**src/rtl/vector_xor_accumulator_if.sv**
```systemverilog
// Word-stream handshake between an upstream word source (master) and the
// XOR reduction block (slave).
interface vector_xor_accumulator_if #(
    parameter int DATA_SIZE    = 64,
    parameter int CONTROL_SIZE = 64
);
    logic                    START;
    logic                    READY;
    logic [CONTROL_SIZE-1:0] SIZE_IN;
    logic                    DATA_IN_ENABLE;
    logic                    DATA_ENABLE;
    logic [DATA_SIZE-1:0]    DATA_IN;
    logic [DATA_SIZE-1:0]    DATA_OUT;

    modport master (
        output START,
        output SIZE_IN,
        output DATA_IN_ENABLE,
        output DATA_IN,
        input  READY,
        input  DATA_ENABLE,
        input  DATA_OUT
    );

    modport slave (
        input  START,
        input  SIZE_IN,
        input  DATA_IN_ENABLE,
        input  DATA_IN,
        output READY,
        output DATA_ENABLE,
        output DATA_OUT
    );
endinterface

```
**src/rtl/vector_xor_accumulator.sv**
```systemverilog
// Folds a stream of SIZE_IN words into one word by bitwise XOR, requesting
// each word with a DATA_ENABLE pulse and flagging the result with READY.
module vector_xor_accumulator #(
    parameter int DATA_SIZE    = 64,
    parameter int CONTROL_SIZE = 64
) (
    input logic                   CLK,
    input logic                   RST,
    vector_xor_accumulator_if.slave bus
);

    typedef enum logic {
        IDLE  = 1'b0,
        INPUT = 1'b1
    } state_t;

    localparam logic [CONTROL_SIZE-1:0] CNT_ONE = {{(CONTROL_SIZE-1){1'b0}}, 1'b1};

    state_t                  state_q;
    logic [CONTROL_SIZE-1:0] counter_q;
    logic [CONTROL_SIZE-1:0] size_q;
    logic [DATA_SIZE-1:0]    acc_q;
    logic [DATA_SIZE-1:0]    data_out_q;
    logic                    ready_q;
    logic                    data_en_q;

    logic [CONTROL_SIZE-1:0] last_idx_d;
    logic [DATA_SIZE-1:0]    acc_d;
    logic                    last_word_d;
    logic                    size_zero_d;

    // size_q is never zero in INPUT, so size_q-1 cannot wrap; a full-range
    // SIZE_IN simply compares against all-ones-minus-one.
    assign last_idx_d  = size_q - CNT_ONE;
    assign last_word_d = (counter_q == last_idx_d);
    assign acc_d       = acc_q ^ bus.DATA_IN;
    assign size_zero_d = (bus.SIZE_IN == '0);

    always_ff @(posedge CLK or posedge RST) begin
        if (RST) begin
            state_q    <= IDLE;
            counter_q  <= '0;
            size_q     <= '0;
            acc_q      <= '0;
            data_out_q <= '0;
            ready_q    <= 1'b0;
            data_en_q  <= 1'b0;
        end else begin
            ready_q   <= 1'b0;
            data_en_q <= 1'b0;
            case (state_q)
                IDLE: begin
                    if (bus.START) begin
                        if (size_zero_d) begin
                            // An empty vector folds to zero immediately.
                            ready_q    <= 1'b1;
                            data_out_q <= '0;
                        end else begin
                            size_q    <= bus.SIZE_IN;
                            acc_q     <= '0;
                            counter_q <= '0;
                            data_en_q <= 1'b1;
                            state_q   <= INPUT;
                        end
                    end
                end
                INPUT: begin
                    // Words are taken whenever they arrive, not only right
                    // after a request, so a slow upstream never stalls us.
                    if (bus.DATA_IN_ENABLE) begin
                        if (last_word_d) begin
                            data_out_q <= acc_d;
                            ready_q    <= 1'b1;
                            counter_q  <= '0;
                            state_q    <= IDLE;
                        end else begin
                            acc_q     <= acc_d;
                            counter_q <= counter_q + CNT_ONE;
                            data_en_q <= 1'b1;
                        end
                    end
                end
                default: state_q <= IDLE;
            endcase
        end
    end

    assign bus.READY       = ready_q;
    assign bus.DATA_ENABLE = data_en_q;
    assign bus.DATA_OUT    = data_out_q;

endmodule

```
**src/flat_wrapper.sv**
```systemverilog
// flat-port wrapper written by rule: the top's interface ports become plain ports
module vector_xor_accumulator_flat 
#(
    parameter int DATA_SIZE    = 64,
    parameter int CONTROL_SIZE = 64
)
  (CLK, RST, bus_START, bus_SIZE_IN, bus_DATA_IN_ENABLE, bus_DATA_IN, bus_READY, bus_DATA_ENABLE, bus_DATA_OUT);
  vector_xor_accumulator_if #(.DATA_SIZE(DATA_SIZE), .CONTROL_SIZE(CONTROL_SIZE)) bus_i ();
  input logic CLK;
  input logic RST;
  input wire logic [$bits(bus_i.START)-1:0] bus_START;
  input wire logic [$bits(bus_i.SIZE_IN)-1:0] bus_SIZE_IN;
  input wire logic [$bits(bus_i.DATA_IN_ENABLE)-1:0] bus_DATA_IN_ENABLE;
  input wire logic [$bits(bus_i.DATA_IN)-1:0] bus_DATA_IN;
  output wire logic [$bits(bus_i.READY)-1:0] bus_READY;
  output wire logic [$bits(bus_i.DATA_ENABLE)-1:0] bus_DATA_ENABLE;
  output wire logic [$bits(bus_i.DATA_OUT)-1:0] bus_DATA_OUT;
  assign bus_i.START = bus_START;
  assign bus_i.SIZE_IN = bus_SIZE_IN;
  assign bus_i.DATA_IN_ENABLE = bus_DATA_IN_ENABLE;
  assign bus_i.DATA_IN = bus_DATA_IN;
  assign bus_READY = bus_i.READY;
  assign bus_DATA_ENABLE = bus_i.DATA_ENABLE;
  assign bus_DATA_OUT = bus_i.DATA_OUT;
  vector_xor_accumulator #(.DATA_SIZE(DATA_SIZE), .CONTROL_SIZE(CONTROL_SIZE)) u_core (.CLK(CLK), .RST(RST), .bus(bus_i));
endmodule
```
**config.mk**
```make
export PLATFORM = sky130hd
export DESIGN_NAME = vector_xor_accumulator_flat
export DESIGN_NICKNAME = d
export VERILOG_FILES = /design/src/rtl/vector_xor_accumulator_if.sv /design/src/rtl/vector_xor_accumulator.sv /design/src/flat_wrapper.sv
export SDC_FILE = /design/constraint.sdc
export NUM_CORES = 1
export LEC_CHECK = 0
export ABC_CLOCK_PERIOD_IN_PS = 10700
export CORE_MARGIN = 2
export CORE_UTILIZATION = 50
export CTS_CLUSTER_DIAMETER = 80
export DETAILED_ROUTE_END_ITERATION = 10
export HOLD_SLACK_MARGIN = 0.12
export PLACE_DENSITY_LB_ADDON = 0.25
export SLEW_MARGIN = 10
export SYNTH_ARGS = -nofsm -noshare
export SYNTH_HDL_FRONTEND = slang
export SYNTH_SLANG_ARGS = --single-unit
export TNS_END_PERCENT = 5
```
**constraint.sdc**
```tcl
create_clock -name CLK -period 10.7 [get_ports CLK]
set_input_delay 1.07 -clock CLK [delete_from_list [all_inputs] [get_ports CLK]]
set_output_delay 1.07 -clock CLK [all_outputs]
set_load 0.02 [all_outputs]
```
=== Word-level counts from Yosys, hierarchy flattened ===
Cells that the tools add are included.

* Bits in registers: 259
* Bits of input ports: 132
* Output and inout port bits: 66
* Word-level logic and storage cells: 49

* Eq/ne operators: 7
* Add/sub/neg operators: 2
* Mux-type cells: 25
* Reductions and logical operators: 5
* Bitwise gates (word level): 3

{| class="wikitable"
|+ Operators by type and width
! cell !! number
|-
| 64-bit two-way mux || 10
|-
| 64-bit case mux with 2 select lines || 3
|-
| 64-bit by 1-bit adder with 64-bit output, second input constant || 1
|-
| 64-bit == test || 1
|-
| 64-bit zero test || 1
|-
| 64-bit by 1-bit subtractor with 64-bit output, second input constant || 1
|-
| 64-bit XOR || 1
|-
| 2-bit inequality test, second input constant || 5
|-
| 1-bit two-way mux || 9
|-
| 4-bit AND reduction || 2
|-
| 1-bit case mux with 2 select lines || 3
|-
| 3-bit AND reduction || 2
|-
| 2-bit by 1-bit inequality test with 1-bit output, second input constant || 1
|-
| 1-bit NOT || 2
|}

=== Logic depth before layout (Yosys ltp) ===
* Depth after elaboration: 5
* Mapped depth: 15

=== Worst setup path before layout ===
Ideal clock, no wire load.

* Kind: register to register
* Start: reg u_core.size_q[24]
* End: reg u_core.acc_q[0]
* Setup time: 131 ps
* Buffers on the path: 3
* Setup slack: 7,244 ps
* Arrival: 3,326 ps
* Clock period less this slack: 3,456 ps
* Stages on the path, launching flop included: 13
* Data required time: 10,569 ps
* Cells stage by stage: dfrtp_1 > or4_4 > or3_4 > or4_1 > o22a_1 > nand4b_1 > a2111oi_0 > and4_1 > buf_2 > and2_1 > buf_4 > buf_2 > o21ai_0

* Cells in the longest elaborated chain, start to end: 4

{| class="wikitable"
|+ RTL lines
! item !! RTL line !! RTL
|-
| start: declaration || vector_xor_accumulator.sv:21 || <nowiki>logic [CONTROL_SIZE-1:0] size_q;</nowiki>
|-
| start signal: assignment || vector_xor_accumulator.sv:59 || <nowiki>size_q <= bus.SIZE_IN;</nowiki>
|-
| 64-bit by 1-bit subtractor with 64-bit output || vector_xor_accumulator.sv:34 || <nowiki>assign last_idx_d = size_q - CNT_ONE;</nowiki>
|-
| 64-bit == test || vector_xor_accumulator.sv:35 || <nowiki>assign last_word_d = (counter_q == last_idx_d);</nowiki>
|-
| 2-bit inequality test (no line) || -- ||
|-
| 4-bit AND reduction (no line) || -- ||
|-
| end signal: assignment || vector_xor_accumulator.sv:44 || <nowiki>acc_q <= '0;</nowiki>
|-
| end signal: assignment || vector_xor_accumulator.sv:60 || <nowiki>acc_q <= '0;</nowiki>
|-
| end signal: assignment || vector_xor_accumulator.sv:77 || <nowiki>acc_q <= acc_d;</nowiki>
|-
| end: declaration || vector_xor_accumulator.sv:22 || <nowiki>logic [DATA_SIZE-1:0] acc_q;</nowiki>
|}

Every way passes these cells.
A chain may end at the register's enable or synchronous reset.

=== Final worst setup path ===
* Start: reg u_core.size_q[0]
* End: reg u_core.data_out_q[4] (netlist: u_core.bus.DATA_OUT[4])

* Cells in the longest elaborated chain, start to end: 4

{| class="wikitable"
|+ RTL lines
! item !! RTL line !! RTL
|-
| 64-bit by 1-bit subtractor with 64-bit output || vector_xor_accumulator.sv:34 ||
|-
| 64-bit == test || vector_xor_accumulator.sv:35 ||
|-
| 2-bit inequality test (no line) || -- ||
|-
| 4-bit AND reduction (no line) || -- ||
|-
| end signal: assignment || vector_xor_accumulator.sv:45 || <nowiki>data_out_q <= '0;</nowiki>
|-
| end signal: assignment || vector_xor_accumulator.sv:57 || <nowiki>data_out_q <= '0;</nowiki>
|-
| end signal: assignment || vector_xor_accumulator.sv:72 || <nowiki>data_out_q <= acc_d;</nowiki>
|-
| end: declaration || vector_xor_accumulator.sv:23 || <nowiki>logic [DATA_SIZE-1:0] data_out_q;</nowiki>
|}

Every way passes these cells.

==> results.ini <==
[clock_network]
clk_latency_ps=570
cts_max_level=1
clock-root-buffer=clkbuf_16
clkSinkCount=259
post_cts_buffers=0
numCtsBuffers=29
cts_resized=0
cts.path.max_buffers=3
clk_pin_slew_ps=60
cts_tree=built
hold_buffers=0

[finish]
synthToLayoutAreaGrowth_pct=20.2
fillers=2597
fin_nets=1918
drive_above_1_share=0.0764
design_area_mm2=0.0184

[power_and_ir_drop]
clockPowerShare=0.365
p_per_area_mw_per_mm2=146
irDropWorstVdd_mv=0.127
seq_power_share=0.456
pwr-share-comb=0.180
p_switching_mw=0.793
p_int_mw=1.89
power.leakage_nw=7.80
p_sw_frac=0.295

[route]
wirelength_um=43200
drcViolationCount=0
via_per_inst=6.02
wl_per_cell_um=19.6
vias=13300
drt_first_iter_violations=999
ant_nets=0
dr.pass1.iters=5

[grt]
antenna_found_initial=3
grt_max_degree=123
first_global_vias=13000
overflow=0
grt_pass1_wl_um=69100
grt.total_usage=0.270

[timing]
slew_headroom=0.252
grt_setup_unrepaired=false
layout_min_cycle_time_ps=5620
finalSetupTns_ps=0
fin_crit_sh=0.525
fmax_ghz=0.178
setup_viol_count_final=0
skew_ps=15.9
hold_violations=0
tightestPinTransition_ps=1110
slew_violations=0
hold_ws_ps=527

[worst_setup_path]
crit_type=reg2reg
critPathLaunch=u_core.size_q[0]
required_ps=11110
worstPathArrival_ps=6030
cp-start-kind=flip-flop
worstPathMaxFanout=67
reg2reg_setup_slack_ps=5080
cp-end-kind=flip-flop
r2r_start=u_core.size_q[0]

[min_path]
min_path_type=reg2reg
min_from=u_core.bus.DATA_OUT[48]

[floorplan]
die_h_um=179
floorplan.rows=64
io_pins=198
initial_core_util=0.504
core_mm2=0.0303
die_area_mm2=0.0320
fp.dieW_um=179

[place]
dp_hpwl_um=29800
place_congestion=0.932
place_area_mm2=0.0175
io_buffers=197

[logic_synthesis]
synth.most_common_cell=dfrtp_1
synth_fp_nets=1778
ys_async_sr_fraction=1.00
syn_area_per_cell_um2=9.31
yosysTopAreaCellShare=0.423
yosys_register_bits=259
yosysSeqAreaShare=0.423
syn_inst=1644
synth_cell_types=70
yosys_most_used_dff=dfrtp_1
synth_area_leader_cell=dfrtp_1
synthTopCellsByArea=dfrtp_1, xnor2_1, nand2_1
syn_area_mm2=0.0153
synth_common_cells=dfrtp_1, nand2_1, xnor2_1, o21ai_0, nor2_1
synth_edf_count=0
synth_warnings=0

[outcome]
status=finished clean

[job]
max_cap_viol_count=0

## kinds of logic (layout without fill, tap and decap cells)
family	count (synthesis)	count (layout)	synth area share
flip-flops	259	259	0.423
XOR/XNOR	208	208	0.119
adder cells (fa/ha/maj)	2	2	0.00163
other	0	1	0
buffers and inverters	114	276	0.0325
multiplexers	126	126	0.0873
AO/OA/AOI/OAI	264	264	0.111
AND/OR/NAND/NOR	671	671	0.225
## flip-flops by register name, summed over array words and instances, names as in the netlist
| register | cells |
|---|---|
| u_core.bus.READY | 1 |
| u_core.size_q | 64 |
| u_core.bus.DATA_OUT | 64 |
| u_core.bus.DATA_ENABLE | 1 |
| u_core.acc_q | 64 |
| u_core.counter_q | 64 |
| u_core.state_q | 1 |
## cell type report
class	instances	area [um2]	share of cell area
Clock buffer	43	828	0.0450
Tap cell	396	495	0.0269
Multi-Input combinational cell	1271	8360	0.454
Clock inverter	10	97.6	0.00530
Timing Repair Buffer	212	2080	0.113
Inverter	11	48.8	0.00265
Antenna cell	1	2.50	0.000136
Sequential cell	259	6480	0.352
## power groups by stage
stage	registers [mW]	clock network, mW	logic, mW
finish	1.22	0.980	0.482
global placement	1.23	0	0.469
floorplan	1.19	0	0.359
CTS	1.22	1.00	0.485
global route	1.24	1.04	0.544
detailed placement	1.24	0	0.482
## worst max-delay path, stage by stage (launching register included)
cell     delay, ps
dfrtp_1        420
inv_1           90
ha_1           280
or4b_1         650
nor4_1         460
nand4_1        380
nor3_1         290
xnor2_1        110
nor4_1         340
and4_2         270
buf_4          610
nand3_4        710
buf_4          580
mux2i_1        200
## cell usage in the layout, fill, tap and decap left out, types with 9 or more instances in the layout
| cell type | n |
|---|---|
| nand3b_1 | 66 |
| clkdlybuf4s50_1 | 197 |
| nor2b_1 | 9 |
| o21ai_0 | 135 |
| or3_1 | 10 |
| mux2i_1 | 66 |
| a41oi_1 | 65 |
| nor3_1 | 42 |
| xnor2_1 | 140 |
| nand4_1 | 32 |
| nand3_1 | 33 |
| clkbuf_1 | 9 |
| and3_1 | 16 |
| nor2_1 | 111 |
| and4_1 | 16 |
| clkbuf_16 | 29 |
| nand2_1 | 240 |
| mux2_2 | 60 |
| dfrtp_1 | 258 |
| xor2_1 | 68 |
| or4_1 | 11 |
| inv_1 | 10 |
| nor4_1 | 51 |
| a21oi_1 | 12 |
| buf_4 | 15 |
## final timing paths
check                                               end  depth (start not counted)
worst max-delay path             u_core.bus.DATA_OUT[4]                         13
worst min-delay path            u_core.bus.DATA_OUT[48]                          2
worst max register to register   u_core.bus.DATA_OUT[4]                         13
worst min register to register  u_core.bus.DATA_OUT[48]                          2
max in group asynchronous          u_core.counter_q[40]                          4
min in group asynchronous       u_core.bus.DATA_OUT[50]                          2
## metrics by stage
stage	utilization	total power, mW	std cells	setup slack, ps
floorplan	-	1.55	1644	2500
global placement	0.576	1.70	2149	5280
finish	0.606	2.69	2203	5080
global route	0.606	2.82	2202	4800
detailed placement	0.576	1.72	2149	5170
CTS	0.606	2.71	2202	5160
## metal layers
| metal | share of wire | wire [um] | global-route usage | vias up |
|---|---|---|---|---|
| li1 | - | - | - | 6198 |
| met1 | 0.44 | 19100 | 0.379 | 6528 |
| met2 | 0.46 | 19900 | 0.429 | 466 |
| met3 | 0.068 | 2920 | 0.0469 | 74 |
| met4 | 0.031 | 1340 | 0.0813 | 2 |
| met5 | 0.00030 | 13 | 0 | - |
Power figures use the tool's default switching activity.
==> variant 1: new RTL, config.mk and constraints unchanged <==
`DATA_SIZE` is set to 64 in 3 places; all go to 128.
--- a/src/rtl/vector_xor_accumulator_if.sv
+++ b/src/rtl/vector_xor_accumulator_if.sv
@@ -2,5 +2,5 @@
 // XOR reduction block (slave).
 interface vector_xor_accumulator_if #(
-    parameter int DATA_SIZE    = 64,
+    parameter int DATA_SIZE    = 128,
     parameter int CONTROL_SIZE = 64
 );
--- a/src/rtl/vector_xor_accumulator.sv
+++ b/src/rtl/vector_xor_accumulator.sv
@@ -2,5 +2,5 @@
 // each word with a DATA_ENABLE pulse and flagging the result with READY.
 module vector_xor_accumulator #(
-    parameter int DATA_SIZE    = 64,
+    parameter int DATA_SIZE    = 128,
     parameter int CONTROL_SIZE = 64
 ) (
--- a/src/flat_wrapper.sv
+++ b/src/flat_wrapper.sv
@@ -2,5 +2,5 @@
 module vector_xor_accumulator_flat 
 #(
-    parameter int DATA_SIZE    = 64,
+    parameter int DATA_SIZE    = 128,
     parameter int CONTROL_SIZE = 64
 )
Ports: changed (resized bus_DATA_IN and bus_DATA_OUT); port bits go from 198 to 326. No check against the original RTL was run, so the function may have changed too.
==> variant 1 against the original RTL <==
Setup slack worse by 0.44 ns. Largest cell class unchanged. Final area up 44%. Sequential cell count up 128. Wire length increased by 44%. Area after synthesis is 41% higher. Via count increased by 34%. Sequential power rose by 66%. Total power rose by 66%.
==> variant 1: results (changes against the original RTL) <==
* Worst hold stages at 1 (was 2)
* Lkg Pwr at 11.5 nW (was 7.80 nW)
* RD Place Congestion at 0.985 (was 0.932)
* Dpl ws at 4.94 ns (was 5.17 ns)
* Post-Syn Nets at 2396 (was 1778)
* Latest clock arrival within the worst-skew pair at 0.59 ns (was 0.57 ns)
* CP max FO at 150 (was 67)
* Post-synth top cells: 387 x dfrtp_1, 353 x nand2_1, 241 x nand3_1 (was 259 x dfrtp_1, 240 x nand2_1, 140 x xnor2_1)
* Worst-case reg-to-reg path depth at 10 (was 13)
* Drt first pass iters at 6 (was 5)
* Layout cells sized above 1 at 0.118 (was 0.0764)
* First-pass GRT wire length at 97300 um (was 69100 um)
* VDD IR max at 0.000121 V (was 0.000127 V)
* PortBufs at 325 (was 197)
* Worst Min Path Start: u_core.acc_q[50] (was u_core.bus.DATA_OUT[48])
* Post-Place Cell Area at 25000 sq um (was 17500 sq um)
* Dpl hpwl at 43500 um (was 29800 um)
* Final net count at 2643 (was 1918)
* Crit-path max cell delay at 1.02 ns (was 0.71 ns)
* CP Launch Point: u_core.size_q[34] (was u_core.size_q[0])
* Met3 Use GR at 0.0530 (was 0.0469)
* Status: finished clean (unchanged)
* Slowest cell on crit path: or4_4 (was nand3_4)
* Routing usage on met2 at 0.433 (was 0.429)
* Skew final at 0.0238 ns (was 0.0159 ns)
* Register area share after synthesis at 0.450 (was 0.423)
* Ranking of synthesized cells by area: dfrtp_1 45%, xnor2_1 7.0%, mux2i_1 6.7% (was dfrtp_1 42%, xnor2_1 8.0%, nand2_1 5.9%)
* CP arrival at 6.52 ns (was 6.03 ns)
* Met1 GRT Util at 0.380 (was 0.379)
* Post-DR vias/cell at 5.88 (was 6.02)
* Initial antenna violation count at 6 (was 3)
## variant 1: logic make-up (layout without fill, tap and decap cells)
| group | after synthesis | after routing | synth area share |
|---|---|---|---|
| muxes | 211 | 211 | 0.102 |
| adders and majority gates | 2 | 2 | 0.00116 |
| other | 0 | 4 | 0 |
| xor gates and xnor gates | 212 | 212 | 0.0863 |
| and+or+nand+nor | 931 | 931 | 0.211 |
| AOI/OAI and AO/OA | 280 | 280 | 0.114 |
| buffers and inverters | 175 | 455 | 0.0357 |
| DFF | 387 | 387 | 0.450 |
## variant 1: metal layers
layer  share of wire  wire length, um
met4           0.038             2390
met5         0.00042               26
met3           0.064             4010
met1            0.44            27300
met2            0.46            28600
## variant 1: worst paths after layout
check / to / slack [ns]
max in group asynchronous: u_core.acc_q[97] / 7.90
min in group asynchronous: u_core.bus.DATA_OUT[17] / 0.88
min reg2reg: u_core.acc_q[50] / 0.49
min: u_core.acc_q[50] / 0.49
max reg2reg: u_core.bus.DATA_OUT[96] / 4.63
max: u_core.bus.DATA_OUT[96] / 4.63
## variant 1: critical path: cells and delay by family, from the launching register on
family                 cells  cell delay, ns
AO/OA/AOI/OAI              2            0.69
flip-flops                 1            0.49
AND/OR/NAND/NOR            7            4.16
buffers and inverters      1            0.35
## variant 1: power breakdown
group	switching, mW	internal (mW)
Clock	0.637	0.948
Sequential	0.286	1.73
Combinational	0.414	0.448
## variant 1: final cells by class
cell class,count,area share
Antenna cell,4,0.000377
Clock buffer,59,0.0470
Clock inverter,21,0.0102
Inverter,32,0.00485
Multi-Input combinational cell,1636,0.419
Sequential cell,387,0.364
Tap cell,546,0.0257
Timing Repair Buffer,343,0.129
## variant 1: metrics by stage
stage / total power [mW] / cells
6_report: 4.47 / 3028
4_1_cts: 4.51 / 3024
3_5_place_dp: 2.91 / 2944
5_1_grt: 4.70 / 3026
2_1_floorplan: 2.63 / 2198
3_3_place_gp: 2.84 / 2944
==> variant 2: new RTL, config.mk and constraints unchanged <==
Without the edit above. Make the reset (`RST`) synchronous in one clocked block.
--- a/src/rtl/vector_xor_accumulator.sv
+++ b/src/rtl/vector_xor_accumulator.sv
@@ -37,5 +37,5 @@
     assign size_zero_d = (bus.SIZE_IN == '0);
 
-    always_ff @(posedge CLK or posedge RST) begin
+    always_ff @(posedge CLK) begin
         if (RST) begin
             state_q    <= IDLE;
Behaviour: not the same (Yosys sat finds a counterexample within 4 cycles, from zero or initial values and one cycle with RST high; the reset may be asserted at any time).
==> variant 2 against the original RTL <==
Critical path depth unchanged. Total power fell by 12%. Synthesized cell count shrank 3.3%. Sequential cell count stayed put. Final cell count decreased by 5.7%. Clock power grew 1%. Final area shrank 9.8%. Wire length down 12%. Sequential power is 16% lower. Clock skew shrank 0.0070 ns. Global-route usage fell by 0.91 points. Setup slack improved by 0.14 ns. Area after synthesis down 11%. Critical path type unchanged. Critical endpoint is now u_core.counter_q[34]. Largest cell class unchanged.
==> variant 2: results (changes against the original RTL) <==
* Skew final at 0.00886 ns (was 0.0159 ns)
* R2r setup slk at 5.22 ns (was 5.08 ns)
* Reg-to-Reg Start: u_core.size_q[0] (unchanged)
* Rel. slew slack at 0.333 (was 0.252)
* #MultiIn Comb at 1204 (was 1271)
* Diodes inserted at 0 (was 1)
* CP arrival at 5.94 ns (was 6.03 ns)
* Yosys warning count at 0 (unchanged)
* Status: finished clean (unchanged)
* Largest net degree at the start of global routing at 97 (was 123)
* All-Layer GR Usage at 0.261 (was 0.270)
* Vias in the first global route at 11500 (was 13000)
* Slowest cell on crit path: buf_4 (was nand3_4)
* Worst hold stages at 2 (unchanged)
* Ys async rst share at 0 (was 1.00)
* CTS max path bufs at 3 (unchanged)
* VDD IR max at 0.000121 V (was 0.000127 V)
* Post-DR vias/cell at 5.95 (was 6.02)
* Buffers, non-clock at 209 (was 212)
* First-pass GRT wire length at 60600 um (was 69100 um)
* RD Place Congestion at 0.926 (was 0.932)
* Register area share after synthesis at 0.382 (was 0.423)
* Latest clock arrival within the worst-skew pair at 0.56 ns
* Clock group at 993 uW (was 980 uW)
* Post-synth top cells: 259 x dfxtp_1, 132 x nand3_1, 127 x xnor2_1 (was 259 x dfrtp_1, 240 x nand2_1, 140 x xnor2_1)
* Worst Setup Start Kind: flip-flop (unchanged)
* Inverters at 12 (was 11)
* CP max FO at 96 (was 67)
* Unique cell type count in the Yosys netlist at 63 (was 70)
* Multi-input logic area at 7940 sq um (was 8360 sq um)
* Layout cells sized above 1 at 0.0484 (was 0.0764)
* Clkbuf count at 41 (was 43)
* Dpl hpwl at 26600 um (was 29800 um)
* Wirelength per Cell at 18.3 um (was 19.6 um)
* Ranking of synthesized cells by area: dfxtp_1 38%, xnor2_1 8.2%, mux2i_1 5.1% (was dfrtp_1 42%, xnor2_1 8.0%, nand2_1 5.9%)
* R2R Path End: u_core.counter_q[34] (was u_core.bus.DATA_OUT[4])
* Post-Syn Area per Cell at 8.55 sq um (was 9.31 sq um)
* Lkg Pwr at 6.17 nW (was 7.80 nW)
* Crit-path max cell delay at 0.80 ns (was 0.71 ns)
* Drt first pass iters at 5 (unchanged)
* DR iter-0 viols at 883 (was 999)
* Hold path endpoint: u_core.bus.DATA_OUT[31] (was u_core.bus.DATA_OUT[48])
* Post-Syn Nets at 1723 (was 1778)
* Hold Worst Slack at 0.460 ns (was 0.527 ns)
* Filler cells at 2336 (was 2597)
* Final net count at 1849 (was 1918)
* Clock network area share at 0.0573 (was 0.0503)
* Sequential portion of the cell area at 0.312 (was 0.352)
* Buffering overhead at 0.124 (was 0.113)
* Clock share of power at 0.422 (was 0.365)
* Switch Pwr at 623 uW (was 793 uW)
* Worst-case reg-to-reg path depth at 13 (unchanged)
* H-tree levels at 1 (unchanged)
* Worst Min Path Start: u_core.bus.DATA_OUT[31] (was u_core.bus.DATA_OUT[48])
* Initial antenna violation count at 1 (was 3)
* Comb group at 333 uW (was 482 uW)
variant 2: routing by layer:
metal,global-route usage,vias to the layer above,share of wire
met5,0,-,0.00034
met4,0.0825,2,0.030
met3,0.0697,67,0.084
met2,0.405,397,0.44
met1,0.356,5795,0.45
li1,-,6102,-
variant 2: kinds of logic (layout without fill, tap and decap cells):
kind of cell    Yosys count  in the layout  share of synthesized area
flops                   259            259                      0.382
xor+xnor                168            168                      0.108
mux                      71             71                     0.0525
buf+inv                 126            274                     0.0386
simple gates            644            644                      0.255
fa+ha+maj                 2              2                    0.00184
compound gates          319            319                      0.162
variant 2: stage by stage:
stage          cell area, sq um  cells  worst slack (ns)
2_1_floorplan             13600   1589              7.00
3_5_place_dp              15700   2025              5.20
3_3_place_gp              15700   2025              5.19
4_1_cts                   16600   2078              5.19
6_report                  16600   2078              5.22
5_1_grt                   16600   2078              4.79
